File: config.mk
export PLATFORM = sky130hd
export DESIGN_NAME = fetch_hazard_ctrl
export DESIGN_NICKNAME = d
export VERILOG_FILES = /design/src/rtl/fetch_hazard_ctrl_pkg.sv /design/src/rtl/fetch_hazard_ctrl_sat_counter.sv /design/src/rtl/fetch_hazard_ctrl.sv
export SDC_FILE = /design/constraint.sdc
export NUM_CORES = 1
export LEC_CHECK = 0
export ABC_AREA = 1
export ABC_CLOCK_PERIOD_IN_PS = 2490
export CELL_PAD_IN_SITES_DETAIL_PLACEMENT = 1
export CELL_PAD_IN_SITES_GLOBAL_PLACEMENT = 2
export CORE_ASPECT_RATIO = 1.1
export CORE_UTILIZATION = 28
export CTS_BUF_LIST = sky130_fd_sc_hd__clkbuf_4
export DETAILED_ROUTE_END_ITERATION = 10
export GPL_ROUTABILITY_DRIVEN = 0
export HOLD_SLACK_MARGIN = 0.1
export PLACE_DENSITY_LB_ADDON = 0.1
export REMOVE_ABC_BUFFERS = 1
export SYNTH_ARGS = -nofsm -noshare
export SYNTH_HDL_FRONTEND = slang
export SYNTH_HIERARCHICAL = 1
export SYNTH_SLANG_ARGS = --single-unit
File: constraint.sdc
create_clock -name clk -period 2.49 [get_ports clk]
set_input_delay 0.498 -clock clk [delete_from_list [all_inputs] [get_ports clk]]
set_output_delay 0.498 -clock clk [all_outputs]
set_load 0.005 [all_outputs]
File: src/rtl/fetch_hazard_ctrl_pkg.sv
// Shared encodings for the fetch-stage hazard controller: FSM states,
// PC source select values and the canonical NOP used when IF/ID is flushed.
package fetch_hazard_ctrl_pkg;

  typedef enum logic [1:0] {
    ST_RUN      = 2'd0,
    ST_BR_WAIT  = 2'd1,
    ST_LU_STALL = 2'd2,
    ST_REDIR    = 2'd3
  } hz_state_t;

  localparam int WIDTH_PCSEL_HZ = 1;
  localparam logic [WIDTH_PCSEL_HZ-1:0] PCSEL_SEQ   = 1'b0;
  localparam logic [WIDTH_PCSEL_HZ-1:0] PCSEL_REDIR = 1'b1;

  // addi x0, x0, 0 -- what IF/ID loads when if_id_flush is asserted
  localparam logic [31:0] NOP_INST = 32'h0000_0013;

endpackage

File: src/rtl/fetch_hazard_ctrl_sat_counter.sv
// Saturating up-counter used for the stall/flush performance counters.
// Holds at all-ones once reached; synchronous clear, asynchronous reset.
module sat_counter #(
  parameter int CNT_WIDTH = 16
) (
  input  logic                 clk,
  input  logic                 rst,
  input  logic                 i_inc,
  input  logic                 i_clr,
  output logic [CNT_WIDTH-1:0] o_cnt
);

  logic [CNT_WIDTH-1:0] r_cnt;

  // count up on i_inc, stop at all-ones
  always_ff @(posedge clk or posedge rst) begin
    if (rst) begin
      r_cnt <= '0;
    end else if (i_clr) begin
      r_cnt <= '0;
    end else if (i_inc && (r_cnt != '1)) begin
      r_cnt <= r_cnt + CNT_WIDTH'(1);
    end
  end

  assign o_cnt = r_cnt;

endmodule

File: src/rtl/fetch_hazard_ctrl.sv
// Fetch-stage hazard controller: one FSM that drives PC write-enable, PC
// source select and IF/ID, ID/EX control for control transfers, load-use
// stalls, external fetch stops and a redirect that arrives during a stop.
// Handshake note: ex_taken/ex_target are only looked at in a cycle where
// ex_resolve is high and the FSM is in BR_WAIT; ex_resolve is ignored in
// every other state, so EX may hold it without side effects.
module fetch_hazard_ctrl
  import fetch_hazard_ctrl_pkg::*;
#(
  parameter int WIDTH_PC        = 32,
  parameter int LU_STALL_CYCLES = 1,
  parameter int BR_WAIT_MAX     = 4,
  parameter int CNT_WIDTH       = 16
) (
  input  logic                 clk,
  input  logic                 rst,
  input  logic                 stop_IF,
  input  logic                 id_is_branch,
  input  logic                 load_use,
  input  logic                 ex_resolve,
  input  logic                 ex_taken,
  input  logic [WIDTH_PC-1:0]  ex_target,
  output logic                 pc_we,
  output logic                 pc_sel,
  output logic [WIDTH_PC-1:0]  redirect_pc,
  output logic                 if_id_we,
  output logic                 if_id_flush,
  output logic                 id_ex_bubble,
  output logic [1:0]           state_o,
  output logic [CNT_WIDTH-1:0] stall_cnt,
  output logic [CNT_WIDTH-1:0] flush_cnt,
  output logic                 br_timeout
);

  localparam int LU_W   = (LU_STALL_CYCLES > 1) ? $clog2(LU_STALL_CYCLES) : 1;
  localparam int WAIT_W = $clog2(BR_WAIT_MAX + 1);
  localparam logic [LU_W-1:0]   LU_INIT  = LU_W'(LU_STALL_CYCLES - 1);
  localparam logic [WAIT_W-1:0] WAIT_MAX = WAIT_W'(BR_WAIT_MAX);

  hz_state_t           r_state, w_state_nxt;
  logic [LU_W-1:0]     r_lu_cnt, w_lu_cnt_nxt;
  logic [WAIT_W-1:0]   r_wait_cnt, w_wait_cnt_nxt;
  logic                r_pend, w_pend_nxt;
  logic                r_pend_taken, w_pend_taken_nxt;
  logic [WIDTH_PC-1:0] r_pend_target, w_pend_target_nxt;
  logic                r_br_timeout, w_timeout_set;

  logic                w_pc_we, w_pc_sel, w_if_id_we, w_if_id_flush, w_id_ex_bubble;
  logic [WIDTH_PC-1:0] w_redirect_pc;
  logic                w_stall_inc, w_flush_inc;

  // state, stall/wait counters, pending redirect and sticky timeout flag
  always_ff @(posedge clk or posedge rst) begin
    if (rst) begin
      r_state       <= ST_RUN;
      r_lu_cnt      <= '0;
      r_wait_cnt    <= '0;
      r_pend        <= 1'b0;
      r_pend_taken  <= 1'b0;
      r_pend_target <= '0;
      r_br_timeout  <= 1'b0;
    end else begin
      r_state       <= w_state_nxt;
      r_lu_cnt      <= w_lu_cnt_nxt;
      r_wait_cnt    <= w_wait_cnt_nxt;
      r_pend        <= w_pend_nxt;
      r_pend_taken  <= w_pend_taken_nxt;
      r_pend_target <= w_pend_target_nxt;
      if (w_timeout_set) r_br_timeout <= 1'b1;
    end
  end

  // next-state and pipeline controls, purely from current state and inputs
  always_comb begin
    w_state_nxt       = r_state;
    w_lu_cnt_nxt      = r_lu_cnt;
    w_wait_cnt_nxt    = r_wait_cnt;
    w_pend_nxt        = r_pend;
    w_pend_taken_nxt  = r_pend_taken;
    w_pend_target_nxt = r_pend_target;
    w_timeout_set     = 1'b0;
    w_pc_we           = 1'b0;
    w_pc_sel          = PCSEL_SEQ;
    w_redirect_pc     = '0;
    w_if_id_we        = 1'b0;
    w_if_id_flush     = 1'b0;
    w_id_ex_bubble    = 1'b0;
    case (r_state)
      ST_RUN: begin
        if (stop_IF) begin
          // freeze PC and IF/ID; nothing else changes
        end else if (load_use) begin
          w_id_ex_bubble = 1'b1;
          w_lu_cnt_nxt   = LU_INIT;
          if (LU_STALL_CYCLES > 1) w_state_nxt = ST_LU_STALL;
        end else if (id_is_branch) begin
          w_if_id_flush  = 1'b1;
          w_wait_cnt_nxt = '0;
          w_state_nxt    = ST_BR_WAIT;
        end else begin
          w_pc_we    = 1'b1;
          w_if_id_we = 1'b1;
        end
      end
      ST_LU_STALL: begin
        w_id_ex_bubble = 1'b1;
        w_lu_cnt_nxt   = r_lu_cnt - LU_W'(1);
        if (r_lu_cnt <= LU_W'(1)) w_state_nxt = ST_RUN;
      end
      ST_BR_WAIT: begin
        if (ex_resolve && !stop_IF) begin
          w_pc_we = 1'b1;
          if (ex_taken) begin
            w_pc_sel      = PCSEL_REDIR;
            w_redirect_pc = ex_target;
          end
          w_state_nxt = ST_RUN;
        end else if (ex_resolve) begin
          // fetch is stopped: remember the outcome and apply it later
          w_if_id_flush     = 1'b1;
          w_pend_nxt        = 1'b1;
          w_pend_taken_nxt  = ex_taken;
          w_pend_target_nxt = ex_target;
          w_state_nxt       = ST_REDIR;
        end else if (r_wait_cnt == WAIT_MAX) begin
          w_timeout_set = 1'b1;
          w_pc_we       = 1'b1;
          w_state_nxt   = ST_RUN;
        end else begin
          w_if_id_flush  = 1'b1;
          w_wait_cnt_nxt = r_wait_cnt + WAIT_W'(1);
        end
      end
      ST_REDIR: begin
        if (stop_IF) begin
          w_if_id_flush = 1'b1;
        end else begin
          w_pc_we = 1'b1;
          if (r_pend && r_pend_taken) begin
            w_pc_sel      = PCSEL_REDIR;
            w_redirect_pc = r_pend_target;
          end
          w_pend_nxt  = 1'b0;
          w_state_nxt = ST_RUN;
        end
      end
      default: w_state_nxt = ST_RUN;
    endcase
  end

  // every control output is forced low while reset is held
  assign pc_we        = w_pc_we & ~rst;
  assign pc_sel       = w_pc_sel & ~rst;
  assign redirect_pc  = rst ? '0 : w_redirect_pc;
  assign if_id_we     = w_if_id_we & ~rst;
  assign if_id_flush  = w_if_id_flush & ~rst;
  assign id_ex_bubble = w_id_ex_bubble & ~rst;
  assign state_o      = r_state;
  assign br_timeout   = r_br_timeout;

  assign w_stall_inc = ~w_pc_we & ~rst;
  assign w_flush_inc = w_if_id_flush & ~rst;

  sat_counter #(.CNT_WIDTH(CNT_WIDTH)) u_stall_cnt (
    .clk   (clk),
    .rst   (rst),
    .i_inc (w_stall_inc),
    .i_clr (1'b0),
    .o_cnt (stall_cnt)
  );

  sat_counter #(.CNT_WIDTH(CNT_WIDTH)) u_flush_cnt (
    .clk   (clk),
    .rst   (rst),
    .i_inc (w_flush_inc),
    .i_clr (1'b0),
    .o_cnt (flush_cnt)
  );

endmodule

**Word level (Yosys, flattened, before mapping)**

Cells that the tools add are included.

- Flip-flop bits (word level): 73
- Input bits: 39
- Output and inout bits: 72
- Word-level logic and storage cells: 110

- Add/subtract/negate cells: 4
- $lt $le $gt $ge: 1
- Eq/ne operators: 17
- Muxes and demuxes: 56
- Bitwise gates (word level): 9
- Reduce and logical (&&, ||, !) cells: 14

Operator list:

| kind | number |
|---|---|
| $mux W32 | 5 |
| $pmux W32 S2 | 1 |
| $add A16 B1 Y16 const B | 2 |
| $ne A16 B16 Y1 const B | 2 |
| $mux W1 | 28 |
| $ne A2 B2 Y1 const B | 10 |
| $mux W3 | 6 |
| $mux W2 | 8 |
| $pmux W1 S2 | 4 |
| $pmux W2 S4 | 1 |
| $reduce_and A7 Y1 | 1 |
| $and A1 B1 Y1 | 6 |
| $pmux W1 S3 | 2 |
| $pmux W3 S2 | 1 |
| $reduce_and A3 Y1 | 2 |
| $reduce_and A6 Y1 | 1 |
| $reduce_bool A2 Y1 | 3 |
| $eq A2 B2 Y1 const B | 2 |
| $logic_and A1 B1 Y1 | 4 |
| $ne A4 B4 Y1 const B | 1 |
| $reduce_and A4 Y1 | 1 |
| $add A3 B1 Y3 const B | 1 |
| $eq A3 B3 Y1 const B | 1 |
| $not A1 Y1 | 3 |
| 5 further kinds | 5 |

**Depth between registers and ports, before layout**

- Word-level depth: 8
- Gate-level depth with buffers: 14
- Gate-level depth less buffers: 14

**Cells and area by module**

The synthesis kept the hierarchy.

By module, submodules not included:

| module | times used | cells each | area each (µm²) | sequential area each (µm²) |
|---|---|---|---|---|
| fetch_hazard_ctrl | 1 | 357 | 2,578.7 | 1,001.0 |
| sat_counter (u_flush_cnt) | 1 | 159 | 1,083.5 | 400.4 |
| sat_counter (u_stall_cnt) | 1 | 161 | 1,081.0 | 400.4 |

**Worst setup path after synthesis**

Ideal clock, no wire load.

- Path type: input-to-reg
- From: in stop_IF
- To: reg u_flush_cnt.r_cnt[3], in the netlist u_flush_cnt/o_cnt[3]
- Setup time: 0.065 ns
- Arrival time: 1.927 ns
- Required time: 2.425 ns
- Setup slack: 0.498 ns
- Stages: 11
- Buffers on the path: 3
- Path through: buf_2 > nand4_2 > buf_6 > nand2_1 > nor2_1 > nor2_1 > inv_1 > nor2_2 > buf_2 > nand4_1 > nand2_1

- Word-level cells in the longest chain between the ends: 6
- Elaborated cells between the ends (all ways): 8
- Those cells by class: 4 x mux; 1 x bitwise; 3 x reduce/logical

RTL lines:

| element | line | text |
|---|---|---|
| start: declaration | fetch_hazard_ctrl.sv:17 | `input logic stop_IF,` |
| $logic_not A1 Y1 | fetch_hazard_ctrl.sv:111 | `if (ex_resolve && !stop_IF) begin` |
| $logic_and A1 B1 Y1 | fetch_hazard_ctrl.sv:111 |  |
| $mux W1 | fetch_hazard_ctrl.sv:111 |  |
| $pmux W1 S3 * | fetch_hazard_ctrl.sv:88 | `case (r_state)` |
| $and A1 B1 Y1 * | - |  |
| via if_id_flush | fetch_hazard_ctrl.sv:27 | `output logic if_id_flush,` |
| $logic_and A1 B1 Y1 * | fetch_hazard_ctrl_sat_counter.sv:21 | `end else if (i_inc && (r_cnt != '1)) begin` |
| end signal: assignment | fetch_hazard_ctrl_sat_counter.sv:22 | `r_cnt <= r_cnt + CNT_WIDTH'(1);` |
| end: declaration | fetch_hazard_ctrl_sat_counter.sv:13 | `logic [CNT_WIDTH-1:0] r_cnt;` |

The timed path passes the listed nets; every way through them passes the cells marked *.
A chain may end at the register's enable or synchronous reset.

**Worst setup path after layout**

- From: reg r_state[1], in the netlist state_o[1]
- To: out redirect_pc[17]

- Word-level cells in the longest chain between the ends: 3
- Elaborated cells between the ends (all ways): 4
- Those cells by class: 2 x eq/ne; 2 x mux

RTL lines:

| element | line | text |
|---|---|---|
| start: declaration | fetch_hazard_ctrl.sv:40 | `hz_state_t r_state, w_state_nxt;` |
| start signal: assignment | fetch_hazard_ctrl.sv:63 | `r_state <= w_state_nxt;` |
| $eq A2 B2 Y1 / $eq A2 B1 Y1 (equally long branches) | fetch_hazard_ctrl.sv:88 |  |
| $pmux W32 S2 * | fetch_hazard_ctrl.sv:88 |  |
| $mux W32 * | fetch_hazard_ctrl.sv:154 | `assign redirect_pc = rst ? '0 : w_redirect_pc;` |
| end: declaration | fetch_hazard_ctrl.sv:25 | `output logic [WIDTH_PC-1:0] redirect_pc,` |

Every way passes the cells marked *; elsewhere a longest branch is shown, timed or not.

==> results <==
==> worst reg2reg max path: stages, from the launching register on <==
cell	delay (ns)
dfrtp_2	0.47
inv_2	0.08
nor2_4	0.05
buf_4	0.13
buf_4	0.12
nand2_1	0.09
nand2_1	0.08
buf_4	0.13
nor3_1	0.28
inv_1	0.15
nor2_2	0.25
buf_4	0.22
nand4_1	0.10
nand2_1	0.07
==> cell usage after synthesis, types with 3 or more instances <==
master | n | area share
nand2_1 | 208 | 0.16
inv_1 | 81 | 0.064
dfrtp_1 | 72 | 0.38
nand3_1 | 61 | 0.064
nor2_1 | 42 | 0.033
a21oi_1 | 37 | 0.039
nand3b_1 | 36 | 0.057
nand4_1 | 22 | 0.029
o21ai_1 | 22 | 0.023
o21ai_0 | 16 | 0.017
buf_2 | 14 | 0.015
nor2_4 | 9 | 0.021
buf_6 | 8 | 0.019
clkbuf_1 | 5 | 0.0040
ha_1 | 4 | 0.011
nand2_2 | 4 | 0.0053
nor2_2 | 4 | 0.0053
nor3_1 | 4 | 0.0042
xnor2_1 | 4 | 0.0074
xor2_1 | 4 | 0.0074
buf_1 | 3 | 0.0024
buf_4 | 3 | 0.0047
==> through the flow <==
step / std cells / power [uW] / setup WS, ns / utilization
final: 1033 / 3560 / 0.0667 / 0.402
after global routing: 1033 / 3820 / -0.0503 / 0.402
after CTS: 1024 / 3560 / -0.205 / 0.393
after detailed placement: 999 / 2680 / -0.419 / 0.379
after global placement: 999 / 2640 / -0.392 / 0.379
after floorplan: 651 / 2130 / -0.252 / -
==> kinds of logic after synthesis <==
family	after synthesis	synth area share
other	1	0.000791
xor gates and xnor gates	8	0.0148
AOI/OAI and AO/OA	77	0.0823
DFF	72	0.380
and+or+nand+nor	396	0.399
adders and majority gates	4	0.0106
buffers and inverters	119	0.113
==> final cells by class <==
| class | count | area share |
|---|---|---|
| timing repair buffer | 161 | 0.239 |
| tap | 204 | 0.0386 |
| inverter | 85 | 0.0483 |
| sequential | 72 | 0.273 |
| antenna | 1 | 0.000379 |
| clock inverter | 6 | 0.00909 |
| clock buffer | 10 | 0.0114 |
| multi-input combinational | 494 | 0.380 |
==> state kept, by name, indices dropped and copies added, names as in the netlist <==
| signal | cells |
|---|---|
| u_stall_cnt/o_cnt | 16 |
| r_pend_taken | 1 |
| r_pend_target | 32 |
| br_timeout | 1 |
| u_flush_cnt/o_cnt | 16 |
| state_o | 2 |
| r_pend | 1 |
| r_wait_cnt | 3 |
==> per-layer routing <==
metal	wire length [um]	track usage	vias up
li1	-	-	2453
met1	7450	0.243	2417
met2	8040	0.328	82
met3	403	0.0244	14
met4	271	0.0679	0
met5	0	0	-
==> final timing paths <==
check                           start                    to  slack, ns  cells past startpoint
min                               rst         r_wait_cnt[0]       0.33                      2
max reg2reg                state_o[0]  u_stall_cnt/o_cnt[7]       0.24                     13
max in group asynchronous         rst     r_pend_target[22]       1.46                      3
max                        state_o[1]       redirect_pc[17]       0.07                      7
min reg2reg                br_timeout            br_timeout       0.49                      2
min in group clk           br_timeout            br_timeout       0.49                      2
==> power groups by stage <==
stage               Sequential (uW)  Clock [uW]  Combinational (uW)
floorplan                      1610           0                 525
global placement               1670           0                 968
detailed placement             1670           0                1010
CTS                            1640         829                1090
global route                   1680         877                1260
finish                         1640         787                1130
==> repair_timing <==
item / CTS / global route
pin swaps: 3 / 5
buffers inserted: 8 / 7
cloned: 1 / 2
gates resized for setup: 48 / 27
setup endpoints to repair: 37 / 11
==> impl_results.md <==
- Final nets: 866
- Commonest non-fill, non-tap cell in the layout: nand2_1
- Distinct cells, synth: 33
- Layout cell share with drive strength beyond 1: 0.141
- Storage cell area: 1800 um^2
- Total CTS buffers: 9
- Pleak: around 0.0033 uW
- Maximum clock path buffer count: 2
- CTS tree: built
- CP Capture Type: output port
- Post-synth EDFFs: 0
- Vias in the first global route: around 5200
- Post-CTS Hold Fix Bufs: 0
- CP cell instances: nand2_2, nor2_4, buf_4, clkbuf_16, nand3_1, a21oi_2, dlygate4sd2_1
- Number of synthesized register bits: 72
- Syn Inst Count: 677
- Crit path buf inv count: 3
- Final worst-path cycle share: 0.973
- Fin crit period: 2.42 ns
- Pwr Density: 539 nW/um^2
- Crit path DAT: 1.93 ns
- DR pass1 iterations: 4
- Clock Latency Late Sink: 0.46 ns
- Internal power: 2270 uW
- Footprint of the multi-input gates: 2510 um^2
- Clk pwr share: 0.221
- Switch Pwr: 1290 uW
- Die ar.: ~17000 um^2
- Final instance area: 6610 um^2
- Sw Share: 0.363
- VDD IR-drop max: between 0.2 and 0.25 mV
- Congestion Overflow GR: 0
- Post-Syn Area: 4740 um^2
- Fillers: 2091
- WL final: 16200 um
- Slowest CP cell: dfrtp_2
- Final setup fails: 0
- Clock-pin slew on the worst setup and hold paths: 0.13 ns
- Die height: 139 um
- Fin Setup TNS: 0 ns
- Slew HR: 0.535
- Slew at the pin closest to its max-slew limit: 0.697 ns
- Cell Rows: between 40 and 50
- DRT iter0 DRCs: 153
- Seq/Total Area, Yosys: 0.380
- Final Skew: about 0.016 ns
- Boundary Pins: 111
- Core Box Area: roughly 16000 um^2
- All-Layer GR Usage: 0.190
- First-pass GRT wire length: 26500 um
- HP Class: input port to async pin
- Vias per std cell: 4.81
- Post-route antenna net violation count: 0
- Max-cap violations: 0
- Crit-path max cell delay: 0.46 ns
- Buffers on Ports: 110
- Root buffer cell: clkbuf_4
- Hold WS: between 0.3 and 0.4 ns
- Comb pwr share: 0.317
- Worst Setup Start Kind: register
- Post-synth top flop: dfrtp_1
- Chip width: 126 um
- Largest net degree at the start of global routing: 68
- Dpl hpwl: 11400 um
- Reg power frac: 0.462
- Most frequent cells in the layout: 206 x nand2_1, 80 x inv_1, 70 x dfrtp_1, 69 x clkdlybuf4s50_1, 60 x nand3_1
- Via count: between 4000 and 5000
- Area growth from synthesis to layout: 39.3%
- Synth Warn #: 6
- Async SR Flop Fraction: 1.00
- Fmax: 413 MHz
- Crit-path max FO: 11
- H-tree depth: 3
- Family with the most delay on the worst path: buffers and inverters
- RSZ-0062 raised after global routing: true
- Slew Limit Fails: 0
- Kind of critical path: register to output port
- Initial antenna violation count: 1
- Starting Density: 0.289
- Clock sink total: between 70 and 80
- Average cell area after synthesis: ~7.0 um^2
- Final hold violation count: 0
- Worst EP required: 1.99 ns
- Outcome: completed
- Drt drc: 0
- DP Area: between 6000 and 7000 um^2
- WL per Instance: approximately 16 um
Power figures use the tool's default switching activity.
